### src/rtl/ila_capture_controller_pkg.sv
// Shared encodings and default widths for the ILA capture controller and its trigger matcher.
// The width macros can be overridden on the command line; depth is always 2**ADDR_WIDTH.
`ifndef DATA_WIDTH
`define DATA_WIDTH 8
`endif
`ifndef ADDR_WIDTH
`define ADDR_WIDTH 10
`endif
`ifndef HOLDOFF_WIDTH
`define HOLDOFF_WIDTH 8
`endif

package ila_capture_controller_pkg;

  typedef enum logic [2:0] {
    ST_IDLE    = 3'd0,
    ST_RST     = 3'd1,
    ST_PRIME   = 3'd2,
    ST_ARMED   = 3'd3,
    ST_STOP    = 3'd4,
    ST_DONE    = 3'd5,
    ST_FETCH   = 3'd6,
    ST_PRESENT = 3'd7
  } ila_state_e;

  typedef enum logic [1:0] {
    OP_NOP   = 2'd0,
    OP_ARM   = 2'd1,
    OP_ABORT = 2'd2,
    OP_READ  = 2'd3
  } ila_op_e;

  localparam int ADDR_W = `ADDR_WIDTH;
  localparam int DEPTH  = 1 << ADDR_W;

endpackage

### src/rtl/ila_trigger_match.sv
// Registered mask/value compare of the probe bus plus a one-shot trigger pulse.
// Pulse is combinational from registered state; the one-shot is re-enabled only by clear.
module ila_trigger_match
  import ila_capture_controller_pkg::*;
#(
  parameter int DATA_WIDTH = `DATA_WIDTH
) (
  input  logic                  clk,
  input  logic                  reset,
  input  logic                  clear,
  input  logic                  enable,
  input  logic                  auto_hit,
  input  logic [DATA_WIDTH-1:0] probe,
  input  logic [DATA_WIDTH-1:0] mask,
  input  logic [DATA_WIDTH-1:0] value,
  output logic                  pulse
);

  logic match_q;
  logic fired_q;

  always_ff @(posedge clk or negedge reset) begin
    if (!reset) begin
      match_q <= 1'b0;
      fired_q <= 1'b0;
    end else begin
      match_q <= ((probe & mask) == (value & mask));
      if (clear) begin
        fired_q <= 1'b0;
      end else if (pulse) begin
        fired_q <= 1'b1;
      end
    end
  end

  assign pulse = enable && !fired_q && (match_q || auto_hit);

endmodule

### src/rtl/ila_capture_controller.sv
// Sequences one ILA capture (reset, prime, trigger, stop) then streams the buffer oldest-first,
// one sample per two cycles at best, holding rd_data/rd_valid while rd_ready is low. ILA_AUTO_TRIG_EN adds a timeout trigger.
module ila_capture_controller
  import ila_capture_controller_pkg::*;
#(
  parameter int DATA_WIDTH    = `DATA_WIDTH,
  parameter int ADDR_WIDTH    = `ADDR_WIDTH,
  parameter int HOLDOFF_WIDTH = `HOLDOFF_WIDTH
`ifdef ILA_AUTO_TRIG_EN
  ,
  parameter int TIMEOUT_WIDTH = 16
`endif
) (
  input  logic                     clk,
  input  logic                     reset,
  input  logic                     cmd_valid,
  output logic                     cmd_ready,
  input  logic [1:0]               cmd_op,
  input  logic [HOLDOFF_WIDTH-1:0] cmd_holdoff,
  input  logic [DATA_WIDTH-1:0]    cmd_mask,
  input  logic [DATA_WIDTH-1:0]    cmd_value,
  input  logic [DATA_WIDTH-1:0]    probe,
  output logic                     la_reset,
  output logic                     la_trigger,
  output logic [HOLDOFF_WIDTH-1:0] la_holdoff,
  input  logic                     la_primed,
  input  logic                     la_stopped,
  input  logic [ADDR_WIDTH-1:0]    la_waddr,
  output logic [ADDR_WIDTH-1:0]    la_raddr,
  input  logic [DATA_WIDTH-1:0]    la_rdata,
  output logic                     rd_valid,
  input  logic                     rd_ready,
  output logic [DATA_WIDTH-1:0]    rd_data,
  output logic                     rd_last,
  output logic [2:0]               state,
  output logic                     auto_trig
);

  ila_state_e state_q, state_d;

  logic                     live_q;
  logic                     rst_cnt_q;
  logic                     abort_q;
  logic [HOLDOFF_WIDTH-1:0] holdoff_q;
  logic [DATA_WIDTH-1:0]    mask_q;
  logic [DATA_WIDTH-1:0]    value_q;
  logic [DATA_WIDTH-1:0]    rd_data_q;
  logic [ADDR_WIDTH-1:0]    raddr_q;
  logic [ADDR_WIDTH-1:0]    count_q;

  logic cmd_fire;
  logic arm_go;
  logic abort_go;
  logic read_go;
  logic rd_hs;
  logic trig_pulse;
  logic auto_hit;

  assign cmd_ready = live_q && (state_q != ST_RST);
  assign la_reset  = !live_q || (state_q == ST_RST);
  assign rd_valid  = (state_q == ST_PRESENT);
  assign rd_last   = rd_valid && (&count_q);

  assign cmd_fire = cmd_valid && cmd_ready;
  assign arm_go   = cmd_fire && (cmd_op == OP_ARM) &&
                    ((state_q == ST_IDLE) || (state_q == ST_DONE));
  assign abort_go = cmd_fire && (cmd_op == OP_ABORT);
  assign read_go  = cmd_fire && (cmd_op == OP_READ) && (state_q == ST_DONE);
  // An abort wins over a coincident handshake so the partial stream ends cleanly.
  assign rd_hs    = rd_valid && rd_ready && !abort_go;

  ila_trigger_match #(
    .DATA_WIDTH (DATA_WIDTH)
  ) u_trigger_match (
    .clk      (clk),
    .reset    (reset),
    .clear    (arm_go),
    .enable   (state_q == ST_ARMED),
    .auto_hit (auto_hit),
    .probe    (probe),
    .mask     (mask_q),
    .value    (value_q),
    .pulse    (trig_pulse)
  );

  always_comb begin
    state_d = state_q;
    case (state_q)
      ST_IDLE:    if (arm_go) state_d = ST_RST;
      ST_RST:     if (rst_cnt_q) state_d = abort_q ? ST_IDLE : ST_PRIME;
      ST_PRIME:   if (la_primed) state_d = ST_ARMED;
      ST_ARMED:   if (trig_pulse) state_d = ST_STOP;
      ST_STOP:    if (la_stopped) state_d = ST_DONE;
      ST_DONE: begin
        if (arm_go) begin
          state_d = ST_RST;
        end else if (read_go) begin
          state_d = ST_FETCH;
        end
      end
      ST_FETCH:   state_d = ST_PRESENT;
      ST_PRESENT: if (rd_hs) state_d = (&count_q) ? ST_IDLE : ST_FETCH;
      default:    state_d = ST_IDLE;
    endcase
    if (abort_go) begin
      state_d = ST_RST;
    end
  end

  always_ff @(posedge clk or negedge reset) begin
    if (!reset) begin
      state_q   <= ST_IDLE;
      live_q    <= 1'b0;
      rst_cnt_q <= 1'b0;
      abort_q   <= 1'b0;
      holdoff_q <= '0;
      mask_q    <= '0;
      value_q   <= '0;
      raddr_q   <= '0;
      count_q   <= '0;
      rd_data_q <= '0;
    end else begin
      live_q    <= 1'b1;
      state_q   <= state_d;
      // Two-cycle core reset: counter is 0 on entry and 1 on the final RST cycle.
      rst_cnt_q <= (state_q == ST_RST) && !rst_cnt_q;

      if (abort_go) begin
        abort_q <= 1'b1;
      end else if ((state_q == ST_RST) && rst_cnt_q) begin
        abort_q <= 1'b0;
      end

      if (arm_go) begin
        holdoff_q <= cmd_holdoff;
        mask_q    <= cmd_mask;
        value_q   <= cmd_value;
      end

      if (read_go) begin
        raddr_q <= la_waddr;
        count_q <= '0;
      end else if (rd_hs) begin
        raddr_q <= raddr_q + 1'b1;
        count_q <= count_q + 1'b1;
      end

      if (state_q == ST_FETCH) begin
        rd_data_q <= la_rdata;
      end
    end
  end

`ifdef ILA_AUTO_TRIG_EN
  logic [TIMEOUT_WIDTH-1:0] to_cnt_q;
  logic                     auto_q;

  // Counter restarts on every ARMED entry and saturates at all-ones, which is the expiry.
  always_ff @(posedge clk or negedge reset) begin
    if (!reset) begin
      to_cnt_q <= '0;
      auto_q   <= 1'b0;
    end else begin
      if (state_q != ST_ARMED) begin
        to_cnt_q <= '0;
      end else if (!auto_hit) begin
        to_cnt_q <= to_cnt_q + 1'b1;
      end
      if (arm_go) begin
        auto_q <= 1'b0;
      end else if (trig_pulse && auto_hit) begin
        auto_q <= 1'b1;
      end
    end
  end

  assign auto_hit  = &to_cnt_q;
  assign auto_trig = auto_q;
`else
  assign auto_hit  = 1'b0;
  assign auto_trig = 1'b0;
`endif

  assign la_trigger = trig_pulse;
  assign la_holdoff = holdoff_q;
  assign la_raddr   = raddr_q;
  assign rd_data    = rd_data_q;
  assign state      = state_q;

endmodule

### config.mk
export PLATFORM = sky130hd
export DESIGN_NAME = ila_capture_controller
export DESIGN_NICKNAME = d
export VERILOG_FILES = /design/src/rtl/ila_capture_controller_pkg.sv /design/src/rtl/ila_trigger_match.sv /design/src/rtl/ila_capture_controller.sv
export SDC_FILE = /design/constraint.sdc
export NUM_CORES = 1
export LEC_CHECK = 0
export ABC_AREA = 1
export ABC_CLOCK_PERIOD_IN_PS = 3000
export CAP_MARGIN = 40
export CORE_AREA = 2 2 107 109
export DETAILED_ROUTE_END_ITERATION = 8
export DIE_AREA = 0 0 109 111
export HOLD_SLACK_MARGIN = 0.02
export PLACE_DENSITY_LB_ADDON = 0.3
export SETUP_SLACK_MARGIN = 0.5
export SLEW_MARGIN = 30
export SYNTH_ARGS = -nofsm -noshare
export SYNTH_HDL_FRONTEND = slang
export SYNTH_SLANG_ARGS = --single-unit
### constraint.sdc
create_clock -name clk -period 3 [get_ports clk]
set_input_delay 0.3 -clock clk [delete_from_list [all_inputs] [get_ports clk]]
set_output_delay 0.3 -clock clk [all_outputs]
set_load 0.01 [all_outputs]
# Word-level counts from Yosys, hierarchy flattened
# Cells that the tools add are included.
totals:
  inputBits: 58
  output_inout_bits: 35
  word_cells: 81
  regBits: 60
op_classes:
  bitwise_logic: 2
  n_reduce_logical: 26
  n_mux: 20
  eq_ne: 19
  add_sub_neg: 2
op_table:
  columns: ["cell", "n"]
  rows:
  - ["2-to-1 mux 10 bit", 4]
  - ["2-to-1 mux 3 bit", 10]
  - ["one-hot mux 3 bit (8 select lines)", 1]
  - ["adder 10 x 1 -> 10 bit, second input constant", 2]
  - ["bitwise AND 8 bit", 2]
  - ["inequality test 3 bit, second input constant", 5]
  - ["logical AND 1 bit", 14]
  - ["== test 3 bit, second input constant", 4]
  - ["AND reduction 10 bit", 1]
  - ["== test 8 bit", 1]
  - ["AND reduction 7 bit", 1]
  - ["== test 3 x 2 -> 1 bit, second input constant", 2]
  - ["inequality test 3 x 1 -> 1 bit, second input constant", 2]
  - ["nonzero test 2 bit", 3]
  - ["== test 2 bit, second input constant", 2]
  - ["logical NOT 1 bit", 4]
  - ["2-to-1 mux 1 bit", 4]
  - ["inequality test 4 bit, second input constant", 1]
  - ["== test 3 x 1 -> 1 bit, second input constant", 1]
  - ["logical NOT 3 bit", 1]
  - ["== test 2 x 1 -> 1 bit, second input constant", 1]
  - ["logical OR 1 bit", 2]
  - ["2-to-1 mux 2 bit", 1]

# Depth between registers and ports, before layout
# Gate-level depths: netlist of run 1.
logic_depth:
  word_depth: 9
  mapped_depth: 11
  ltp_nobuf: 10

# By module
# From an unflattened synthesis of run 1, not the netlist that was laid out.
hier_totals:
  hier_cells: 439
  area_unflattened_um2: 3306.9
modules_own_cells:
  columns: ["mod", "cells_per_inst", "seq_area_each_um2", "area_each_um2", "n_inst"]
  rows:
  - ["ila_capture_controller", 394, 1451.4, 3072.9, 1]
  - ["ila_trigger_match", 45, 50.0, 234.0, 1]

# Worst setup path before layout of run 1
# No wires, ideal clock.
synth_timing:
  path_type: "reg-to-reg"
  start: "reg state_q[1] (netlist: state[1])"
  end: "reg raddr_q[3] (netlist: la_raddr[3])"
  stages_incl_launch_ff: 11
  setup_ps: 118
  t_arrival_ps: 1456
  n_path_buf: 2
  period_less_slack_ps: 1574
  required_time_ps: 2882
  setup_slack_ps: 1426
  path_cell_list: "dfrtp_1 > buf_6 > inv_2 > nand2_1 > nor2_2 > nor2_8 > nand4_2 > nand2_4 > buf_12 > nand2_1 > o21ai_2"
synth_via:
  elab_chain_cells: 7
  word_cells_on_any_way: 13
  classes_between: "eq/ne (3); mux (1); reduce/logical (9)"
synth_lines:
  columns: ["element", "line", "source"]
  rows:
  - ["start, declared", "ila_capture_controller.sv:39", "ila_state_e state_q, state_d;"]
  - ["start signal, assigned", "ila_capture_controller.sv:124", "state_q <= state_d;"]
  - ["inequality test 3 x 1 -> 1 bit (*)", "ila_capture_controller.sv:59", "assign cmd_ready = live_q && (state_q != ST_RST);"]
  - ["logical AND 1 bit (*)", "ila_capture_controller.sv:59", null]
  - ["via cmd_ready", "ila_capture_controller.sv:17", "output logic cmd_ready,"]
  - ["logical AND 1 bit (*)", "ila_capture_controller.sv:64", "assign cmd_fire = cmd_valid && cmd_ready;"]
  - ["logical AND 1 bit", "ila_capture_controller.sv:67", "assign abort_go = cmd_fire && (cmd_op == OP_ABORT);"]
  - ["logical NOT 1 bit", "ila_capture_controller.sv:70", "assign rd_hs = rd_valid && rd_ready && !abort_go;"]
  - ["logical AND 1 bit", "ila_capture_controller.sv:70", null]
  - ["nonzero test 2 bit (no line)", null, null]
  - ["end signal, assigned", "ila_capture_controller.sv:141", "raddr_q <= la_waddr;"]
  - ["end signal, assigned", "ila_capture_controller.sv:144", "raddr_q <= raddr_q + 1'b1;"]
  - ["end, declared", "ila_capture_controller.sv:48", "logic [ADDR_WIDTH-1:0] raddr_q;"]
# The timed path passes the listed nets; every way through them passes the cells marked *.
# A chain may end at the register's enable or synchronous reset.

# Worst setup path in the final report of run 1
layout_timing:
  start: "reg count_q[0]"
  end: "out rd_last"
layout_via:
  elab_chain_cells: 2
layout_lines:
  columns: ["element", "line", "source"]
  rows:
  - ["start, declared", "ila_capture_controller.sv:49", "logic [ADDR_WIDTH-1:0] count_q;"]
  - ["start signal, assigned", "ila_capture_controller.sv:145", "count_q <= count_q + 1'b1;"]
  - ["AND reduction 10 bit", "ila_capture_controller.sv:62", "assign rd_last = rd_valid && (&count_q);"]
  - ["logical AND 1 bit", "ila_capture_controller.sv:62", null]
  - ["end, declared", "ila_capture_controller.sv:34", "output logic rd_last,"]
# No other way between the ends.

==> results of run 1 <==
## cells in the mapped netlist
library cell and number:
nand3_4 1, mux2_2 8, nand2_4 2, o211ai_1 1, nand2_1 154, nand4_2 1, inv_1 33, nand3b_1 1
inv_2 6, o21ai_0 20, dfrtp_1 60, nor2_1 36, o21bai_1 5, xnor2_1 1, buf_12 1, conb_1 2
nand3_1 23, buf_4 4, and2_1 1, o21ai_1 1, o21ai_2 4, xor2_1 8, ha_1 2, buf_2 4
nor3_1 6, a21boi_0 2, a21oi_1 8, nor2_2 2, buf_6 1, nor2_4 2, a21oi_2 1, nand4_1 7
nor2_8 1, nor3_4 1
## area by class of cell
| type | instances | area [µm²] | area share (%) |
|---|---|---|---|
| multi-input combinational | 301 | 1490 | 32.5 |
| clock buffer | 11 | 253 | 5.51 |
| sequential | 60 | 1500 | 32.8 |
| clock inverter | 4 | 72.6 | 1.58 |
| timing repair buffer | 95 | 941 | 20.5 |
| tap | 143 | 179 | 3.90 |
| inverter | 39 | 146 | 3.19 |
## timing repair
action                                  CTS  global route
hold endpoints to repair                 42             0
gates resized for setup                   0             1
hold buffers                              1             0
endpoints found under the setup margin    0             1
## worst min-delay path, stage by stage (launching register included)
cell and delay (ps):
dfrtp_1 330, nand2_1 50, nand2_1 40
## placed cells by master, fill, tap and decap left out, types with 2 or more instances in the layout
cell             instances
nor2_2                   2
bufinv_16                2
inv_2                    6
xor2_1                   8
inv_1                   33
nand4_1                  7
buf_4                    4
o21ai_0                 20
mux2_2                   8
dfrtp_1                 59
nand3_1                 23
nor2_4                   2
clkbuf_16                9
a21boi_0                 2
o21bai_1                 5
nand2_1                154
a21oi_1                  8
ha_1                     2
clkbuf_8                 2
nor3_1                   6
o21ai_2                  4
clkdlybuf4s50_1         90
nor2_1                  36
nand2_4                  2
conb_1                   2
## per-stage QoR
stage,cells,worst slack [ps]
finish,653,629
global route,653,521
CTS,653,585
detailed placement,637,848
global placement,637,868
floorplan,410,1430
## report_power, final
| group | switching, mW | internal [mW] | total [mW] |
|---|---|---|---|
| Sequential | 0.310 | 1.18 | 1.49 |
| Clock | 0.359 | 0.766 | 1.12 |
| Combinational | 0.717 | 0.769 | 1.49 |
| Total | 1.39 | 2.71 | 4.10 |
## worst max-delay path by stage
stage | slack (ps) | cells past startpoint | to | startpoint
after global placement | 870 | 6 | la_raddr[6] | cmd_valid
after floorplan | 1430 | 10 | la_raddr[3] | state[1]
after global routing | 520 | 6 | rd_last | count_q[0]
after detailed placement | 850 | 6 | la_raddr[6] | cmd_valid
after CTS | 590 | 6 | rd_last | count_q[0]
final | 630 | 6 | rd_last | count_q[0]
## kinds of logic after synthesis
kind of cell,after synthesis
xor gates and xnor gates,9
and+or+nand+nor,238
muxes,8
AOI/OAI and AO/OA,42
other,2
DFF,60
buffers and inverters,49
adders and majority gates,2
## registers in the layout, summed over array words and instances, names as in the netlist
name	cells
mask_q	8
la_raddr	10
abort_q	1
live_q	1
rd_data	8
rst_cnt_q	1
u_trigger_match.fired_q	1
u_trigger_match.match_q	1
la_holdoff	8
value_q	8
state	3
count_q	10
## metal layers
layer  vias to the layer above  wire (µm)  track usage, %
met5                         -          0               0
met4                         0        114            5.04
met3                        12        692            5.17
met2                        99       3660            21.9
met1                      1326       3630            18.0
li1                       1487          -               -
==> impl_metrics.csv, run 1 <==
group,metric,value,unit
run_status,status,"complete, no violations",
pwr,power_density,894,nW/µm²
logic_synthesis,synthMuxAreaShare,2.80,%
clock_network,path_clk_slew,50,ps
timing,fmax,422,MHz
logic_synthesis,synth_top_family_by_area,"simple AND/OR/NAND/NOR gates",
global_route,overflow,0,
floorplan,num_io_pins,93,
critical_path,rrSetupSlack,1030,ps
floorplan,dieWidth,109,µm
logic_synthesis,synthAdderAreaFrac,0.777,%
logic_synthesis,synth_xor_area_share,2.45,%
floorplan,die_h,111,µm
timing,post-route-period-util,79.0,%
timing,period_needed,2370,ps
route,drtIter0Drc,81,
route,route.detailed.drc,0,
floorplan,dieArea,12100,µm²
layout,fill_cells,1119,
timing,finalMaxSlewViolations,0,
pwr,ir_worst_vdd,0.283,mV
critical_path,worst_path_largest_cell_delay,560,ps
global_route,grt_max_degree,45,
critical_path,worstReg2RegStart,"state[1]",
clock_network,numCtsBuffers,9,
timing,setup_violations,0,
route,firstDrtPassIters,4,
critical_path,critPathMostFrequentCell,"nor2_1",
critical_path,slowest_stage,"clkdlybuf4s50_1",
critical_path,arrival,2070,ps
min_path,whs_path_depth,2,
placed_design,io_buffers,91,
min_path,hold_path_end,"mask_q[6]",
logic_synthesis,yosysTopAreaCell,"dfrtp_1",
layout,diodes,0,
timing,skew,5.24,ps
logic_synthesis,synth_top_area_share,46.6,%
pwr,totalPowerFinal,4.10,mW
clock_network,clock_sinks,60,
route,ant_nets,0,
logic_synthesis,netlist_area,3220,µm²
logic_synthesis,avgSynthCellArea,7.85,µm²
logic_synthesis,yosys.area_share.simple,32.3,%
min_path,min_path_type,"reg2reg",
timing,fin_tns_setup,0,ps
route,vias,2924,
critical_path,r2r_cells,9,
clock_network,h-tree-depth,3,
placed_design,routabilityCongestion,0.819,
floorplan,start_util,29.1,%
flow_run,drv_cap,0,
placed_design,placed_area,4250,µm²
logic_synthesis,ys_ff_latch,60,
pwr,p_leak,2.17,nW
placed_design,dp_hpwl,5910,µm
logic_synthesis,synth_nets,470,
critical_path,path_max_fanout,6,
logic_synthesis,synth_area_leaders,"dfrtp_1 47%, nand2_1 18%, nor2_1 4.2%, inv_1 3.8%, nand3_1 3.6%",
route,wl,8100,µm
global_route,gr-usage-all-layers,14.2,%
global_route,grt_pass1_vias,2859,
min_path,min_from,"mask_q[6]",
layout,area_growth,42.4,%
floorplan,rows,39,
timing,worst_pin_slew,694,ps
layout,fin_nets,566,
layout,drive_above_1_share,9.61,%
critical_path,path_buf_inv,1,
timing,hold_viol,0,
clock_network,cts_tree,"yes",
route,drt-wirelength-per-cell,12.4,µm
timing,hold_slack,462,ps
critical_path,crit_path_end_kind,"primary output",
logic_synthesis,synth_cells,410,
timing,relSlewSlack,53.7,%
critical_path,cp.required,2700,ps
clock_network,clock_latency,320,ps
clock_network,root_buffer,"clkbuf_16",
global_route,grt_pass1_wl,13500,µm
critical_path,start_kind,"flip-flop",
timing,rsz0062_at_grt,"no",
clock_network,cts_setup_buffers,0,
critical_path,worstPathCellList,"ha_1 > nand2_1 > nor2_1 > nand3_1 > nor2_1 > clkdlybuf4s50_1",
layout,final_util,41.4,%
logic_synthesis,synth_cell_type_count,34,
clock_network,ctsLongestPathBuffers,2,
critical_path,cp_top_family,"simple AND/OR/NAND/NOR gates",
logic_synthesis,yosys_warnings,0,
critical_path,worstReg2RegEnd,"la_raddr[0]",
global_route,antenna_found_initial,0,
layout,finalInstanceArea,4580,µm²
floorplan,core,11100,µm²
critical_path,critPathKind,"reg2out",
logic_synthesis,ys_seq_area_share,46.6,%
route,post_drt_via_cell_ratio,4.48,
logic_synthesis,synth-compound-area-share,7.73,%
Note: power is estimated with default switching activity, not from simulation.
==> run 2: changes to the inputs <==
- ABC_CLOCK_PERIOD_IN_PS: 3000 -> 2300
- clock period: 3 -> 2.3 ns (I/O delays scaled with it)
==> run 2 against run 1 <==
Against the previous run:
- combinational power up 41%
- die area did not move
- worst hold slack worse by 50 ps
- routed wire length grew 2.1%
- utilization grew 0.49 points
- sequential power is 28% higher
- register-to-register slack got worse by 380 ps
- cell count grew 1.7%
- critical path type unchanged
- largest power group is now combinational logic
==> impl_metrics.csv, run 2 (synthesized netlist as in run 1, its figures left out) <==
group,metric,value,unit
global_route,antenna_found_initial,0,
layout,fill_cells,1104,
timing,skew,7.94,ps
run_status,status,"complete, no violations",
critical_path,path_max_fanout,4,
critical_path,worst_path_largest_cell_delay,430,ps
timing,relSlewSlack,66.1,%
timing,post-route-period-util,77.0,%
pwr,ir_worst_vdd,0.518,mV
global_route,overflow,0,
floorplan,die_h,111,µm
critical_path,r2r_cells,10,
critical_path,cp_top_family,"simple AND/OR/NAND/NOR gates",
clock_network,clock_latency,330,ps
critical_path,cp_num_cells,6,
timing,fin_tns_setup,0,ps
timing,period_needed,1770,ps
pwr,power_density,1130,nW/µm²
route,post_drt_via_cell_ratio,4.52,
timing,setup_violations,0,
clock_network,h-tree-depth,3,
critical_path,rrSetupSlack,650,ps
floorplan,start_util,29.1,%
critical_path,cp.required,2070,ps
clock_network,cts_tree,"yes",
placed_design,placed_area,4270,µm²
min_path,min_path_type,"in2async",
route,vias,2998,
clock_network,clock_sinks,60,
global_route,grt_pass1_vias,2949,
global_route,grt_pass1_wl,13700,µm
clock_network,root_buffer,"clkbuf_16",
critical_path,worstPathCellList,"ha_4 > nand2_1 > nor2_2 > nand3_1 > nor2_2 > clkbuf_2",
layout,finalInstanceArea,4640,µm²
floorplan,core,11100,µm²
critical_path,worstReg2RegEnd,"la_raddr[0]",
critical_path,crit_end,"rd_last",
floorplan,rows,39,
timing,hold_viol,0,
floorplan,num_io_pins,93,
route,ant_nets,0,
critical_path,crit_path_end_kind,"primary output",
critical_path,critPathLaunch,"count_q[1]",
timing,fmax,565,MHz
route,firstDrtPassIters,4,
critical_path,start_kind,"flip-flop",
layout,final_common_cell,"nand2_1",
floorplan,dieWidth,109,µm
route,wl,8280,µm
placed_design,routabilityCongestion,0.911,
clock_network,ctsLongestPathBuffers,2,
timing,finalMaxSlewViolations,0,
global_route,grt_max_degree,26,
global_route,gr-usage-all-layers,14.4,%
clock_network,path_clk_slew,60,ps
flow_run,drv_cap,0,
layout,mostFrequentLayoutCells,"154 x nand2_1, 85 x clkdlybuf4s50_1, 58 x dfrtp_1",
critical_path,arrival,1540,ps
route,route.detailed.drc,0,
route,drt-wirelength-per-cell,12.5,µm
layout,area_growth,44.1,%
critical_path,critPathMostFrequentCell,"nor2_2",
route,drtIter0Drc,92,
critical_path,worstReg2RegStart,"state[1]",
pwr,p_leak,2.20,nW
critical_path,critPathKind,"reg2out",
timing,worst_pin_slew,508,ps
critical_path,path_buf_inv,1,
placed_design,dp_hpwl,6160,µm
critical_path,slowest_stage,"dfrtp_1",
layout,diodes,0,
layout,drive_above_1_share,12.9,%
clock_network,numCtsBuffers,9,
timing,rsz0062_at_grt,"yes",
timing,hold_slack,412,ps
floorplan,dieArea,12100,µm²
layout,fin_nets,576,
placed_design,io_buffers,91,
[run 2: changes by cell type in the layout (fill, tap and decap cells not counted), sizes merged]
| cell | before | now |
|---|---|---|
| inv | 39 | 40 |
| clkinv | 1 | 3 |
| clkinvlp | 1 | 2 |
| dlygate4sd2 | 0 | 3 |
| bufinv | 2 | 0 |
| buf | 4 | 15 |
| clkdlybuf4s50 | 90 | 85 |
[run 2: per-layer routing]
metal / part of all wire [%] / GRT usage, % / vias to the layer above
met3: 8.0 / 5.06 / 7
met2: 47 / 23.3 / 102
met1: 44 / 18.0 / 1378
met4: 0.93 / 4.19 / 0
li1: - / - / 1511
met5: 0 / 0 / -
[run 2: how the worst min path moves through the flow]
| stage | from | to | slack [ps] |
|---|---|---|---|
| 5_1_grt | cmd_holdoff[0] | la_holdoff[0] | 440 |
| 3_3_place_gp | reset | count_q[8] | 220 |
| 4_1_cts | reset | rd_data[2] | 420 |
| 3_5_place_dp | reset | count_q[8] | 220 |
| 2_1_floorplan | reset | abort_q | -70 |
| 6_report | reset | rd_data[2] | 410 |
[run 2: layout make-up]
cell class / count / area, µm² / share of cell area [%]
Clock buffer: 10 / 229 / 4.94
Timing Repair Buffer: 105 / 1010 / 21.7
Inverter: 39 / 151 / 3.26
Sequential cell: 60 / 1500 / 32.4
Multi-Input combinational cell: 301 / 1520 / 32.7
Tap cell: 143 / 179 / 3.86
Clock inverter: 6 / 50.0 / 1.08
[run 2: metrics by stage]
stage / setup WS (ps) / total power, mW / instances / utilization (%)
2_1_floorplan: 726 / 3.04 / 410 / -
3_3_place_gp: 403 / 3.88 / 640 / 38.5
3_5_place_dp: 344 / 3.93 / 640 / 38.5
4_1_cts: 370 / 5.28 / 662 / 41.6
5_1_grt: 448 / 5.65 / 664 / 41.9
6_report: 530 / 5.24 / 664 / 41.9
[run 2: power breakdown]
group	switching, mW	total, mW	internal [mW]	leakage (nW)
logic	1.02	2.10	1.08	1.33
clock network	0.496	1.23	0.737	0.129
registers	0.370	1.91	1.54	0.738
total	1.89	5.24	3.35	2.20
[run 2: repair_timing]
item                                    in CTS  in global routing
pin swaps                                    1                  1
endpoints found under the setup margin       5                 18
endpoints found under the hold margin       20                  0
setup buffers                                5                  2
hold buffers                                 1                  0
gates resized for setup                     15                 10
==> run 3: changes to the inputs <==
- ABC_CLOCK_PERIOD_IN_PS: 2300 -> 1700
- clock period: 2.3 -> 1.7 ns (I/O delays scaled with it)
==> run 3 against run 2 <==
Against the previous run:
- first-iteration DRC count is 50% higher
- count of clock-buffer cells in the layout unchanged
- cell area grew 20%
- largest cell class unchanged
- register-to-register slack worse by 550 ps
- die area is the same
- worst setup slack got worse by 430 ps
- worst hold slack worse by 150 ps
- clock power rose by 47%
- non-clock buffer count grew 51
- sequential power increased by 33%
- global-route usage up 0.99 points
==> impl_metrics.csv, run 3 (synthesized netlist as in run 1, its figures left out) <==
group,metric,value,unit
run_status,status,"complete, no violations",
placed_design,routabilityCongestion,0.852,
placed_design,dp_hpwl,5900,µm
critical_path,worstReg2RegEnd,"la_raddr[0]",
route,firstDrtPassIters,4,
floorplan,dieArea,12100,µm²
route,ant_nets,0,
pwr,totalPowerFinal,7.95,mW
route,drtIter0Drc,138,
placed_design,io_buffers,91,
timing,hold_slack,263,ps
clock_network,path_clk_slew,60,ps
floorplan,dieWidth,109,µm
timing,rsz0062_at_grt,"yes",
clock_network,ctsLongestPathBuffers,2,
min_path,min_path_type,"in2async",
critical_path,critPathLaunch,"state[0]",
layout,layoutNonFillerInstCount,715,
route,drt-wirelength-per-cell,13.1,µm
floorplan,start_util,29.1,%
floorplan,rows,39,
critical_path,crit_end,"la_raddr[0]",
pwr,p_leak,2.73,nW
critical_path,arrival,1850,ps
clock_network,root_buffer,"clkbuf_16",
global_route,gr-usage-all-layers,15.4,%
global_route,grt_pass1_vias,3206,
floorplan,core,11100,µm²
layout,mostFrequentLayoutCells,"104 x nand2_1, 57 x dfrtp_1, 56 x clkdlybuf4s50_1",
global_route,antenna_found_initial,0,
timing,hold_viol,0,
placed_design,place_inst,661,
route,route.detailed.drc,0,
pwr,ir_worst_vdd,0.668,mV
critical_path,rrSetupSlack,100,ps
layout,final_util,50.1,%
timing,fin_tns_setup,0,ps
timing,finalMaxSlewViolations,0,
critical_path,r2r_cells,11,
layout,area_growth,72.3,%
critical_path,crit_path_end_kind,"flip-flop",
critical_path,worstReg2RegStart,"state[0]",
timing,period_needed,1600,ps
timing,fmax,625,MHz
clock_network,clock_sinks,60,
critical_path,path_max_fanout,8,
global_route,grt_max_degree,52,
clock_network,clock_latency,320,ps
timing,post-route-period-util,94.1,%
route,vias,3256,
flow_run,drv_cap,0,
clock_network,cts_tree,"yes",
critical_path,cp.required,1950,ps
route,post_drt_via_cell_ratio,4.55,
timing,skew,9.85,ps
clock_network,numCtsBuffers,9,
pwr,power_density,1430,nW/µm²
floorplan,die_h,111,µm
placed_design,placed_area,4540,µm²
critical_path,critPathKind,"reg2reg",
placed_design,place_ws,-90.4,ps
layout,fin_nets,627,
layout,finalInstanceArea,5550,µm²
floorplan,num_io_pins,93,
timing,setup_violations,0,
layout,diodes,0,
clock_network,h-tree-depth,3,
global_route,grt_pass1_wl,14700,µm
layout,drive_above_1_share,33.7,%
timing,setup_slack,99.6,ps
layout,final_common_cell,"nand2_1",
critical_path,start_kind,"flip-flop",
route,wl,9350,µm
global_route,overflow,0,
-- run 3: changes by cell type in the layout (fill, tap and decap cells not counted), moves of 7 or more --
cell and change:
dlygate4sd2_1 +16, nor2_1 -7, clkdlybuf4s50_1 -29, nand2_1 -50
buf_6 +20, o21ai_0 -8, clkdlybuf4s15_1 +8, buf_4 +27
nand2_2 +36, nand2_4 +13
-- run 3: worst min path at each step --
stage	startpoint	end
final	reset	la_raddr[9]
after global routing	reset	la_raddr[2]
after CTS	reset	la_raddr[2]
after detailed placement	reset	la_raddr[1]
after global placement	reset	la_raddr[0]
after floorplan	reset	abort_q
-- run 3: worst max-delay path, stage by stage (launching register included) --
cell	delay, ps
dfrtp_2	430
buf_6	120
inv_4	30
nor3_4	200
inv_2	70
nor2_4	120
nand2_4	90
buf_6	150
inv_8	80
buf_4	110
nand2_1	40
nand3_1	50
-- run 3: cell type report --
class / count / area, µm²
clock inverters: 6 / 65.1
flip-flops and latches: 60 / 1510
fillers: 1052 / 5530
multi-input cells: 301 / 1820
clock buffers: 10 / 229
repair buffers: 156 / 1570
inverters: 39 / 179
well taps: 143 / 179
-- run 3: repair_timing --
action	in CTS	in global routing
cloned	3	2
endpoints found under the hold margin	9	0
endpoints found under the setup margin	91	67
gates resized for setup	103	90
buffers inserted	24	8
hold buffers	1	0
pin swaps	22	44
-- run 3: power by group --
| part | total [mW] | internal [mW] | switching (mW) |
|---|---|---|---|
| logic | 3.60 | 1.85 | 1.75 |
| registers | 2.54 | 2.08 | 0.459 |
| clock network | 1.81 | 1.13 | 0.672 |
| total | 7.95 | 5.06 | 2.88 |
-- run 3: routing by layer --
layer | GRT usage, % | vias to the layer above | routed length, µm
li1 | - | 1622 | -
met2 | 25.3 | 87 | 4760
met5 | 0 | - | 0
met3 | 3.64 | 4 | 528
met4 | 5.30 | 0 | 61
met1 | 19.6 | 1543 | 4000
